### src/rtl/calc_sequencer.sv
// calc_sequencer: two-operand keypad calculator sequencer driving an external ALU and a 4-digit BCD display.
module calc_sequencer (
  input  logic        clk,
  input  logic        rst,
  input  logic [7:0]  key_code,
  input  logic        key_valid,
  output logic [6:0]  alu_a,
  output logic [6:0]  alu_b,
  output logic [1:0]  alu_op,
  output logic        alu_start,
  input  logic        alu_done,
  input  logic [13:0] alu_result,
  output logic        busy,
  output logic [15:0] disp
);
  typedef enum logic [3:0] {IDLE, A1, A2, OPR, B1, B2, CALC, CONV, SHOW, ERR} state_t;
  state_t state, nxt;
  logic [3:0] a_hi, a_lo, b_hi, b_lo, cnt;
  logic [1:0] op;
  logic start;
  logic [13:0] bin;
  logic [15:0] bcd, bcd_adj, disp_r, show;
  logic is_dig, is_op, is_clr, is_eq, err_sub, ovf, z3, z2, z1;
  assign is_dig = key_valid && key_code < 8'd10;
  assign is_op = key_valid && (key_code == 8'h80 || key_code == 8'h81 || key_code == 8'h82);
  assign is_clr = key_valid && key_code == 8'h8E;
  assign is_eq = key_valid && key_code == 8'h8F;
  // operands are kept as decimal digits so entry display needs no conversion
  assign alu_a = {a_hi, 3'b000} + {2'b00, a_hi, 1'b0} + {3'b000, a_lo};
  assign alu_b = {b_hi, 3'b000} + {2'b00, b_hi, 1'b0} + {3'b000, b_lo};
  assign alu_op = op;
  assign alu_start = start;
  assign busy = state == CALC || state == CONV;
  assign err_sub = op == 2'b01 && alu_a < alu_b;
  assign ovf = alu_result > 14'd9999;
  for (genvar i = 0; i < 4; i++) begin : g_adj
    assign bcd_adj[4*i +: 4] = bcd[4*i +: 4] > 4'd4 ? bcd[4*i +: 4] + 4'd3 : bcd[4*i +: 4];
  end
  assign z3 = bcd[15:12] == 4'd0;
  assign z2 = z3 && bcd[11:8] == 4'd0;
  assign z1 = z2 && bcd[7:4] == 4'd0;
  assign show = {z3 ? 4'hF : bcd[15:12], z2 ? 4'hF : bcd[11:8], z1 ? 4'hF : bcd[7:4], bcd[3:0]};
  always_ff @(posedge clk or posedge rst)
    if (rst) state <= IDLE;
    else state <= nxt;
  always_comb begin
    nxt = state;
    if (is_clr) nxt = IDLE;
    else
      case (state)
        IDLE:    nxt = is_dig ? A1 : IDLE;
        A1:      nxt = is_dig ? A2 : is_op ? OPR : A1;
        A2:      nxt = is_op ? OPR : A2;
        OPR:     nxt = is_dig ? B1 : OPR;
        B1:      nxt = is_dig ? B2 : is_eq ? (err_sub ? ERR : CALC) : B1;
        B2:      nxt = is_eq ? (err_sub ? ERR : CALC) : B2;
        CALC:    nxt = alu_done ? (ovf ? ERR : CONV) : CALC;
        CONV:    nxt = cnt == 4'd13 ? SHOW : CONV;
        SHOW:    nxt = is_dig ? A1 : SHOW;
        default: nxt = state;
      endcase
  end
  always_comb begin
    disp = 16'hFFFF;
    case (state)
      A1:        disp = {12'hFFF, a_lo};
      A2, OPR:   disp = {8'hFF, a_hi, a_lo};
      B1:        disp = {12'hFFF, b_lo};
      B2:        disp = {8'hFF, b_hi, b_lo};
      CALC, CONV: disp = disp_r;
      SHOW:      disp = show;
      ERR:       disp = 16'hFFFE;
      default:   disp = 16'hFFFF;
    endcase
  end
  always_ff @(posedge clk or posedge rst)
    if (rst) begin
      a_hi <= '0;
      a_lo <= '0;
      b_hi <= '0;
      b_lo <= '0;
      op <= '0;
      start <= 1'b0;
      bin <= '0;
      bcd <= '0;
      cnt <= '0;
      disp_r <= 16'hFFFF;
    end else begin
      start <= nxt == CALC && state != CALC;
      disp_r <= disp;
      if (is_clr) begin
        a_hi <= '0;
        a_lo <= '0;
        b_hi <= '0;
        b_lo <= '0;
        op <= '0;
      end else begin
        if (is_dig && (state == IDLE || state == SHOW)) begin
          a_hi <= '0;
          a_lo <= key_code[3:0];
        end
        if (is_dig && state == A1) begin
          a_hi <= a_lo;
          a_lo <= key_code[3:0];
        end
        if (is_op && (state == A1 || state == A2 || state == OPR)) op <= key_code[1:0];
        if (is_dig && state == OPR) begin
          b_hi <= '0;
          b_lo <= key_code[3:0];
        end
        if (is_dig && state == B1) begin
          b_hi <= b_lo;
          b_lo <= key_code[3:0];
        end
        if (state == CALC && nxt == CONV) begin
          bin <= alu_result;
          bcd <= '0;
          cnt <= '0;
        end
        if (state == CONV) begin
          bcd <= {bcd_adj[14:0], bin[13]};
          bin <= {bin[12:0], 1'b0};
          cnt <= cnt + 4'd1;
        end
      end
    end
endmodule

### config.mk
export PLATFORM = sky130hd
export DESIGN_NAME = calc_sequencer
export DESIGN_NICKNAME = d
export VERILOG_FILES = /design/src/rtl/calc_sequencer.sv
export SDC_FILE = /design/constraint.sdc
export NUM_CORES = 1
export LEC_CHECK = 0
export ABC_AREA = 1
export BUFFER_PORTS_ARGS = -buffer_cell sky130_fd_sc_hd__buf_2
export CORE_ASPECT_RATIO = 0.75
export CORE_MARGIN = 1
export CORE_UTILIZATION = 59
export CTS_CLUSTER_DIAMETER = 200
export DETAILED_ROUTE_END_ITERATION = 8
export HOLD_SLACK_MARGIN = 0.03
export PLACE_DENSITY_LB_ADDON = 0.25
export SETUP_SLACK_MARGIN = 0.05
export SLEW_MARGIN = 15
export SYNTH_ARGS = -nofsm -noshare
export SYNTH_HDL_FRONTEND = slang
export SYNTH_SLANG_ARGS = --single-unit
### constraint.sdc
create_clock -name clk -period 4.15 [get_ports clk]
set_input_delay 0.415 -clock clk [delete_from_list [all_inputs] [get_ports clk]]
set_output_delay 0.415 -clock clk [all_outputs]
set_load 0.02 [all_outputs]
==> impl_metrics.yaml, run 1 <==
timing:
  hold_viol: 0
  layout_setup_ws_ns: 0.358
  clock.fmax_mhz: 264
  max_slew.worst_pin.slew_ns: 0.904
  setup_tns_ns: 0
  fin_crit_sh_pct: 91.4
  fin_crit_ns: 3.79
  slew_headroom_pct: 39.6
  slew_viol_final: 0
  rsz0062_at_grt: "no"
  fin_skew_ns: 0.0122
  setup_viol: 0
critical_path:
  endpoint_kind: "flop"
  max_stage_delay_ns: 0.54
  crit_path_frequent_cell: "nand2_1"
  crit_path_top_delay_cell: "fa_1"
  crit_chain: "inv_1, fa_1, inv_1, fa_1, nand3_1, nand2_1, xor2_1, inv_1, ha_1, nand2_1, nand4_1, nor2_1, nand3_1, nand2_1, nand2_1, nand3_2, nand2_1, o21bai_4, buf_4, nand2_1, nand2_1"
  crit_type: "reg2reg"
  required_ns: 4.46
  cp_max_fo: 28
  cp_top_family: "adder cells"
  worstPathBufferInverterCount: 4
  timing.rr.start: "b_hi[0]"
  crit_start: "b_hi[0]"
  cp.arrival_ns: 4.10
  crit_path_start_kind: "flop"
cells_and_area:
  multi_input_area_mm2: 0.00237
  nets: 745
  drive_gt1_share_pct: 16.4
  num_antenna_cells: 0
  area_delta_synth_final_pct: 11.9
  fillCellCount: 626
  fin_util_pct: 69.6
  seqCellArea_mm2: 0.00185
  final_cell_count_no_fill: 795
cts:
  clk_pin_slew_ns: 0.09
  clockBufferDepth: 2
  root_buffer: "clkbuf_8"
  cts_max_level: 3
  postCtsSetupBuffers: 0
  numCtsBuffers: 9
  cts_resized: 0
  cts_tree: "built"
  cts_hold_buf: 0
  clock_latency_ns: 0.36
  clock_sinks: 73
die:
  rows: 27
  die_w_um: 104
  initial_utilization_pct: 62.2
  die-area_mm2: 0.00823
  fp.dieH_um: 78.8
  core_area_mm2: 0.00747
  ioPinCount: 60
pwr:
  power_density_mw_per_mm2: 604
  p_leak_nw: 2.72
  combPwrFrac_pct: 49.6
  clock_power_share_pct: 16.6
  power_mw: 3.14
  power.switching_mw: 1.48
  switching_share_pct: 47.1
  seqPwrFrac_pct: 33.8
  worst_ir_drop_vdd_v: 0.000585
  p_int_mw: 1.66
route:
  drt_iter0_drc: 392
  ant_nets: 0
  drc: 0
  drt-vias-per-instance: 5.67
  wl_mm: 12.4
  num_vias: 4508
  firstDrtPassIters: 5
  wl_per_cell_um: 15.6
synth:
  synthArstFlopShare_pct: 100
  synth_ff_type: "dfrtp_1"
  postSynthAreaPerCell_um2: 7.38
  syn_inst: 629
  synth_area_mm2: 0.00464
  yosys_warnings: 0
  synth_edf_count: 0
  ys_ff_latch: 73
  synthesis.nets: 685
  ys_types: 37
  yosysSeqAreaShare_pct: 39.8
global_route:
  antenna_found_initial: 0
  grt_util_all_layers_pct: 32.0
  grt_overflow: 0
  first_global_vias: 4199
  grt_max_degree: 53
  grt_pass1_wl_mm: 20.4
placement:
  post-place-ws_ns: 0.409
  hpwl_mm: 9.37
  gp_congestion: 0.952
  numPortBuffers: 59
  placed_cells: 779
run:
  maxCapViolations: 0
outcome:
  outcome: "finished clean"
worst_hold_path:
  hold_class: "in2async"
## cell usage in the layout (no fill, tap or decap)
cell type / count
or2_2: 1
dfstp_2: 16
clkbuf_8: 9
nand3_2: 3
nor2_4: 1
clkinvlp_4: 3
o22ai_1: 4
xor2_1: 7
a211o_1: 1
a221oi_1: 8
dfrtp_1: 57
inv_6: 2
o2111ai_1: 3
a21oi_1: 21
nand3b_1: 1
nor4_1: 2
nor2_1: 53
a22o_1: 1
nand3_1: 66
o21ai_0: 34
o311ai_0: 1
a311oi_1: 3
clkinv_4: 1
o211ai_1: 1
clkinv_2: 2
inv_1: 80
nor2_2: 4
o21bai_4: 1
ha_1: 26
clkinv_1: 2
inv_2: 4
a21boi_1: 1
nand4_1: 4
fa_1: 4
nor3_1: 4
a31o_2: 1
a211oi_1: 3
buf_2: 59
buf_4: 7
nand2_1: 193
## Yosys cell counts, types with 2 or more instances
cell | instances | area, um^2
nand4_1 | 4 | 25.0
o2111ai_1 | 3 | 26.3
a21oi_1 | 21 | 105
dfstp_2 | 16 | 420
nor4_1 | 2 | 12.5
clkinv_1 | 2 | 7.51
fa_1 | 4 | 80.1
buf_4 | 5 | 37.5
o22ai_1 | 4 | 25.0
a211oi_1 | 3 | 22.5
buf_6 | 2 | 22.5
o21ai_0 | 34 | 170
inv_2 | 4 | 15.0
a221oi_1 | 8 | 70.1
a311oi_1 | 3 | 26.3
ha_1 | 26 | 325
nor2_2 | 4 | 25.0
nand3_1 | 66 | 330
nor2_1 | 53 | 199
dfrtp_1 | 57 | 1430
nand3_2 | 3 | 30.0
nor3_1 | 4 | 20.0
nand2_1 | 193 | 724
inv_1 | 81 | 304
xor2_1 | 7 | 61.3
clkbuf_1 | 9 | 33.8
## per-layer routing
layer	wire, um	vias to the layer above	global-route usage [%]	share of wire (%)
li1	-	2158	-	-
met3	1220	15	7.39	9.8
met5	0	-	0	0
met2	5470	212	48.0	44
met1	5630	2123	46.8	45
met4	108	0	8.00	0.87
## kinds of logic (layout without fill, tap and decap cells)
group           Yosys count  count (layout)  synth area share [%]
flops                    73              73                  39.8
xor+xnor                  7               7                  1.32
fa+ha+maj                30              30                  8.73
simple gates            332             332                  30.0
compound gates           83              83                  11.1
buf+inv                 104             169                  9.16
## worst paths after layout
path | cells past startpoint | to | slack (ns)
setup / recovery | 21 | bcd[5] | 0.36
setup reg to reg | 21 | bcd[5] | 0.36
max in group asynchronous | 3 | disp_r[1] | 3.08
min in group clk | 3 | a_lo[0] | 0.32
hold / removal | 2 | bcd[5] | 0.21
hold reg to reg | 2 | bin[5] | 0.51
## final cells by class
cell class	instances	area share, %
Timing Repair Buffer	66	6.69
Clock buffer	9	2.38
Inverter	87	6.31
Multi-Input combinational cell	452	45.6
Tap cell	101	2.43
Clock inverter	7	1.03
Sequential cell	73	35.5
## power by group through the flow
| stage | Combinational (mW) | Sequential, mW | Clock (mW) |
|---|---|---|---|
| final | 1.56 | 1.06 | 0.520 |
| after detailed placement | 1.54 | 1.07 | 0 |
| after floorplan | 1.12 | 1.03 | 0 |
| after CTS | 1.54 | 1.06 | 0.528 |
| after global placement | 1.49 | 1.06 | 0 |
| after global routing | 1.72 | 1.08 | 0.550 |
## registers in the layout, summed over array words and instances (netlist names)
name,cells
a_hi,4
a_lo,4
alu_op,2
alu_start,1
b_hi,4
b_lo,4
bcd,16
bin,14
cnt,4
disp_r,16
state,4
## metrics by stage
step | cell area (um^2) | hold WS [ns]
6_report | 5200 | 0.207
5_1_grt | 5200 | 0.270
4_1_cts | 5200 | 0.309
3_5_place_dp | 5020 | 0.469
3_3_place_gp | 5020 | 0.457
2_1_floorplan | 4640 | 0.450
No activity file was read; power rests on OpenSTA's default activity.
==> run 2, diff against run 1 <==
==> constraint.sdc (replaced) <==
create_clock -name clk -period 4.79 [get_ports clk]
set_input_delay 0.479 -clock clk [delete_from_list [all_inputs] [get_ports clk]]
set_output_delay 0.479 -clock clk [all_outputs]
set_load 0.02 [all_outputs]
==> run 2 against run 1 <==
Effect of this change: clock skew decreased by 0.0014 ns; sequential cell count unchanged; final area increased by 0.17%; via count decreased by 2.0%; worst setup slack improved by 0.40 ns.
==> impl_metrics.yaml, run 2 (synthesized netlist as in run 1, its figures left out) <==
pwr:
  combPwrFrac_pct: 48.4
  worst_ir_drop_vdd_v: 0.000595
  power_density_mw_per_mm2: 526
  p_leak_nw: 2.73
  p_int_mw: 1.49
  seqPwrFrac_pct: 33.5
  clock_power_share_pct: 18.1
  power.switching_mw: 1.25
  switching_share_pct: 45.6
critical_path:
  worstPathBufferInverterCount: 3
  cp.arrival_ns: 4.26
  required_ns: 5.02
  cp_top_family: "simple AND/OR/NAND/NOR gates"
  crit_path_top_delay_cell: "nand3_2"
  endpoint_kind: "flop"
  ff2ff_setup_slack_ns: 0.76
  crit_path_frequent_cell: "nand2_1"
  crit_chain: "inv_1, fa_1, inv_1, fa_1, nand3_1, nand2_1, xor2_1, inv_1, ha_1, nand2_1, a21oi_1, nor2_1, nand2_1, nand3_1, nand3_2, nand2_1, nor2_1, nand3_2, nand3_1, nand2_1"
  max_stage_delay_ns: 0.57
  cp_max_fo: 34
  crit_type: "reg2reg"
  crit_path_start_kind: "flop"
timing:
  setup_viol: 0
  hold_viol: 0
  rsz0062_at_grt: "no"
  clock.fmax_mhz: 248
  fin_crit_sh_pct: 84.2
  slew_headroom_pct: 51.4
  setup_tns_ns: 0
  fin_skew_ns: 0.0108
  slew_viol_final: 0
  fin_crit_ns: 4.03
  max_slew.worst_pin.slew_ns: 0.728
  layout_setup_ws_ns: 0.757
run:
  maxCapViolations: 0
route:
  wl_per_cell_um: 14.8
  drc: 0
  ant_nets: 0
  num_vias: 4418
  drt_iter0_drc: 277
  firstDrtPassIters: 6
  drt-vias-per-instance: 5.57
  wl_mm: 11.7
placement:
  gp_congestion: 0.906
  numPortBuffers: 59
  post-place-ws_ns: 0.815
  hpwl_mm: 8.72
cells_and_area:
  fillCellCount: 639
  drive_gt1_share_pct: 16.2
  final_common_cell: "nand2_1"
  final_cell_mix: "193 x nand2_1, 80 x inv_1, 66 x nand3_1"
  num_antenna_cells: 0
  area_delta_synth_final_pct: 12.1
  top_regs: "bcd x16, disp_r x16, bin x14"
  nets: 743
cts:
  clockBufferDepth: 2
  cts_tree: "built"
  root_buffer: "clkbuf_8"
  clock_sinks: 73
  numCtsBuffers: 9
  clock_latency_ns: 0.36
  cts_hold_buf: 0
  cts_resized: 0
  clk_pin_slew_ns: 0.08
  postCtsSetupBuffers: 0
  cts_max_level: 3
die:
  die_w_um: 104
  initial_utilization_pct: 62.2
  core_area_mm2: 0.00747
  die-area_mm2: 0.00823
  rows: 27
  fp.dieH_um: 78.8
  ioPinCount: 60
global_route:
  antenna_found_initial: 0
  grt_max_degree: 41
  first_global_vias: 4118
  grt_pass1_wl_mm: 19.7
  grt_overflow: 0
  grt_util_all_layers_pct: 30.7
worst_hold_path:
  hold_class: "in2async"
outcome:
  outcome: "finished clean"
[run 2: cell types whose count changed in the layout (fill, tap and decap cells not counted), sizes merged]
| cell | change |
|---|---|
| clkinv | +2 |
| bufinv | +1 |
| buf | -2 |
| clkinvlp | -3 |
[run 2: stage by stage]
step	std cells	utilization, %	cell area, um^2	hold WS [ns]	total power, mW
6_report	793	69.8	5210	0.233	2.74
5_1_grt	793	69.8	5210	0.291	2.95
4_1_cts	793	69.8	5210	0.253	2.74
3_5_place_dp	777	67.0	5000	0.487	2.23
3_3_place_gp	777	67.0	5000	0.456	2.20
2_1_floorplan	629	-	4640	0.450	1.86
[run 2: layout make-up]
cell class              instances  area [um^2]  share of cell area, %
well taps                     101          126                   2.43
multi-input cells             452         2370                   45.6
inverters                      87          327                   6.27
repair buffers                 64          333                   6.39
clock buffers                   9          124                   2.38
flip-flops and latches         73         1850                   35.5
clock inverters                 7         78.8                   1.51
[run 2: path summary, 6_finish.rpt]
| path | from | endpoint | depth (start not counted) |
|---|---|---|---|
| worst min-delay path | rst | bcd[5] | 2 |
| max in group asynchronous | rst | disp_r[15] | 3 |
| min in group clk | key_code[0] | a_lo[0] | 3 |
| worst min register to register | bin[13] | bcd[0] | 2 |
| worst max register to register | b_hi[0] | bcd[4] | 20 |
| worst max-delay path | b_hi[0] | bcd[4] | 20 |
[run 2: metal layers]
metal / global-route usage (%) / wire length, um / vias up
li1: - / - / 2157
met1: 43.2 / 5350 / 2044
met2: 44.6 / 4930 / 194
met3: 10.8 / 1250 / 23
met4: 9.00 / 179 / 0
met5: 0 / 0 / -
[run 2: power by group through the flow]
stage	Clock, mW	Sequential, mW	Combinational (mW)
finish	0.495	0.918	1.33
global route	0.529	0.938	1.48
CTS	0.504	0.915	1.32
detailed placement	0	0.925	1.31
global placement	0	0.918	1.28
floorplan	0	0.890	0.971
==> run 3, diff against run 2 <==
--- a/config.mk
+++ b/config.mk
@@ -5,11 +5,11 @@
 export SDC_FILE = /design/constraint.sdc
 export NUM_CORES = 1
 export LEC_CHECK = 0
-export ABC_AREA = 1
+export ABC_AREA = 0
 export BUFFER_PORTS_ARGS = -buffer_cell sky130_fd_sc_hd__buf_2
 export CORE_ASPECT_RATIO = 0.75
 export CORE_MARGIN = 1
-export CORE_UTILIZATION = 59
+export CORE_UTILIZATION = 53
 export CTS_CLUSTER_DIAMETER = 200
 export DETAILED_ROUTE_END_ITERATION = 8
 export HOLD_SLACK_MARGIN = 0.03
==> constraint.sdc (replaced) <==
create_clock -name clk -period 3.3 [get_ports clk]
set_input_delay 0.33 -clock clk [delete_from_list [all_inputs] [get_ports clk]]
set_output_delay 0.33 -clock clk [all_outputs]
set_load 0.02 [all_outputs]
==> run 3 against run 2 <==
Effect of this change: the flow now finishes with violations (setup timing); non-clock buffer count increased by 50; worst setup slack worse by 1.1 ns; register-to-register slack lost 1.1 ns; critical endpoint is now bcd[12]; highest routed layer unchanged.
==> impl_metrics.yaml, run 3 <==
synth:
  synth_area_mm2: 0.00466
  synth_ff_type: "dfrtp_1"
  synthesis.nets: 570
  synth_mux_area_share_pct: 4.10
  postSynthAreaPerCell_um2: 9.07
  synth_top_family_by_area: "compound AO/OA/AOI/OAI gates"
  ys_types: 58
  synth_edf_count: 0
  synth-simple-area-share_pct: 18.7
  yosysTopAreaCellShare_pct: 30.6
  synth_compound_area_share_pct: 20.4
  synth_adder_area_share_pct: 8.69
  synthArstFlopShare_pct: 100
  yosysSeqAreaShare_pct: 39.6
  yosys.area.top_type: "dfrtp_1"
  ys_ff_latch: 73
  yosys_warnings: 0
  synth-xor-area-share_pct: 2.07
  synthTopCellsByArea: "dfrtp_1 31%, dfstp_2 9.0%, ha_1 7.0%"
  synth_common_cells: "57 x dfrtp_1, 50 x nand2_1, 40 x o21ai_0"
  syn_inst: 514
  synth.most_common_cell: "dfrtp_1"
cts:
  root_buffer: "clkbuf_16"
  clk_pin_slew_ns: 0.06
  clock_latency_ns: 0.34
  numCtsBuffers: 9
  clock_sinks: 73
  cts_max_level: 3
  clockBufferDepth: 2
  cts_tree: "built"
  cts_hold_buf: 0
critical_path:
  crit_chain: "inv_1, fa_1, inv_2, ha_1, a21o_1, a21oi_1, xor2_1, ha_1, nand2_2, o211ai_1, a21oi_2, buf_4, nor2_4, o22ai_4, o21ai_2, buf_6, o221ai_1"
  cp_top_family: "compound AO/OA/AOI/OAI gates"
  endpoint_kind: "flop"
  crit_path_top_delay_cell: "fa_1"
  required_ns: 3.53
  timing.rr.start: "b_hi[0]"
  crit_path_frequent_cell: "ha_1"
  worstPathBufferInverterCount: 4
  cp_max_fo: 5
  ff2ff_setup_slack_ns: -0.34
  crit_type: "reg2reg"
  crit_path_start_kind: "flop"
  rr_worst_depth: 17
  r2r_end: "bcd[12]"
  cp.arrival_ns: 3.87
  max_stage_delay_ns: 0.50
pwr:
  power_mw: 5.24
  combPwrFrac_pct: 48.3
  clock_power_share_pct: 21.7
  p_int_mw: 3.01
  power_density_mw_per_mm2: 882
  p_leak_nw: 2.86
  switching_share_pct: 42.5
  worst_ir_drop_vdd_v: 0.000677
  power.switching_mw: 2.23
  seqPwrFrac_pct: 30.0
timing:
  setup_tns_ns: -9.37
  setup_viol: 36
  rsz0062_at_grt: "yes"
  hold_slack_ns: 0.257
  fin_crit_ns: 3.64
  slew_viol_final: 0
  clock.fmax_mhz: 275
  slew_headroom_pct: 37.5
  max_slew.worst_pin.slew_ns: 0.938
  fin_crit_sh_pct: 110
  layout_setup_ws_ns: -0.340
  fin_skew_ns: 0.00632
  hold_viol: 0
cells_and_area:
  fillCellCount: 649
  nets: 665
  multi_input_area_mm2: 0.00273
  final_cell_mix: "60 x buf_2, 57 x dfrtp_1, 49 x nand2_1"
  drive_gt1_share_pct: 31.3
  final_common_cell: "buf_2"
  fin_util_pct: 69.9
  num_antenna_cells: 0
  area_delta_synth_final_pct: 27.3
  seqCellArea_mm2: 0.00185
  top_regs: "bcd x16, disp_r x16, bin x14"
  final_cell_count_no_fill: 722
die:
  core_area_mm2: 0.00849
  rows: 29
  ioPinCount: 60
  fp.dieH_um: 83.2
  die-area_mm2: 0.00918
  die_w_um: 110
  initial_utilization_pct: 54.9
global_route:
  grt_pass1_wl_mm: 20.9
  grt_util_all_layers_pct: 29.5
  antenna_found_initial: 0
  first_global_vias: 4125
  grt_max_degree: 74
  grt_overflow: 0
route:
  firstDrtPassIters: 6
  drt_iter0_drc: 363
  wl_mm: 13.0
  num_vias: 4414
  drc: 0
  wl_per_cell_um: 18.0
  ant_nets: 0
  drt-vias-per-instance: 6.11
outcome:
  outcome: "complete, but fails checks"
  violations: "setup timing"
worst_hold_path:
  hold_end: "bin[0]"
  hold_class: "in2reg"
  whs_path_depth: 3
  hold_start: "alu_result[0]"
placement:
  placed_cells: 694
  numPortBuffers: 59
  hpwl_mm: 8.84
  gp_congestion: 0.845
run:
  maxCapViolations: 0
==> run 3: changes by cell type after synthesis, sizes merged, moves of 9 or more <==
cell	delta
nand2	-143
inv	-52
nand3	-32
nor2	-32
a22oi	+27
mux2i	+18
or3	+16
a22o	+9
==> run 3: layout make-up <==
| type | count | share of cell area, % |
|---|---|---|
| Multi-Input combinational cell | 377 | 45.9 |
| Sequential cell | 73 | 31.1 |
| Timing Repair Buffer | 114 | 12.8 |
| Clock buffer | 11 | 4.09 |
| Tap cell | 108 | 2.28 |
| Inverter | 34 | 2.15 |
| Clock inverter | 5 | 1.73 |
==> run 3: cells by family (layout without fill, tap and decap cells) <==
kind of cell / count (synthesis) / after routing
buffers and inverters: 64 / 164
and+or+nand+nor: 173 / 173
AOI/OAI and AO/OA: 144 / 144
adders and majority gates: 30 / 30
DFF: 73 / 73
muxes: 19 / 19
xor gates and xnor gates: 11 / 11
==> run 3: per-layer routing <==
layer  share of wire, %  vias to the layer above  GRT usage, %
met5                  0                        -             0
met4                1.2                        0          6.46
met3                7.4                       18          6.83
met2                 46                      184          42.4
met1                 46                     2142          44.8
li1                   -                     2070             -
==> run 3: power groups by stage <==
| stage | Clock [mW] | Sequential [mW] | Combinational (mW) |
|---|---|---|---|
| final | 1.14 | 1.57 | 2.53 |
| after global placement | 0 | 1.54 | 2.23 |
| after floorplan | 0 | 1.47 | 1.77 |
| after detailed placement | 0 | 1.56 | 2.30 |
| after global routing | 1.19 | 1.61 | 2.78 |
| after CTS | 1.15 | 1.55 | 2.44 |
==> run 3: worst max-delay path by stage <==
stage | to | from | slack [ns] | cells past startpoint
finish | bcd[12] | b_hi[0] | -0.34 | 17
global route | bin[8] | a_hi[2] | -0.55 | 16
CTS | bin[7] | b_hi[0] | -0.26 | 16
detailed placement | bin[7] | b_hi[1] | -0.29 | 15
global placement | bin[8] | b_lo[3] | -0.18 | 16
floorplan | bin[0] | b_lo[3] | -0.11 | 16
==> run 3: timing repair <==
item                                    4_1_cts  5_1_grt
endpoints found under the setup margin       34       40
pin swaps                                     7       14
setup buffers                                 3        6
gates cloned                                  3        0
gates resized for setup                      15       27
==> run 3: worst reg2reg max path: stages, from the launching register on <==
cell and delay [ns]:
dfrtp_1 0.39, inv_1 0.07, fa_1 0.50, inv_2 0.05, ha_1 0.29, a21o_1 0.16
a21oi_1 0.21, xor2_1 0.25, ha_1 0.28, nand2_2 0.08, o211ai_1 0.09, a21oi_2 0.19
buf_4 0.16, nor2_4 0.05, o22ai_4 0.28, o21ai_2 0.14, buf_6 0.17, o221ai_1 0.18
==> run 3: stage by stage <==
step	instance area, um^2	setup slack (ns)
finish	5940	-0.340
global route	5940	-0.549
CTS	5780	-0.257
detailed placement	5320	-0.286
global placement	5320	-0.183
floorplan	4750	-0.107
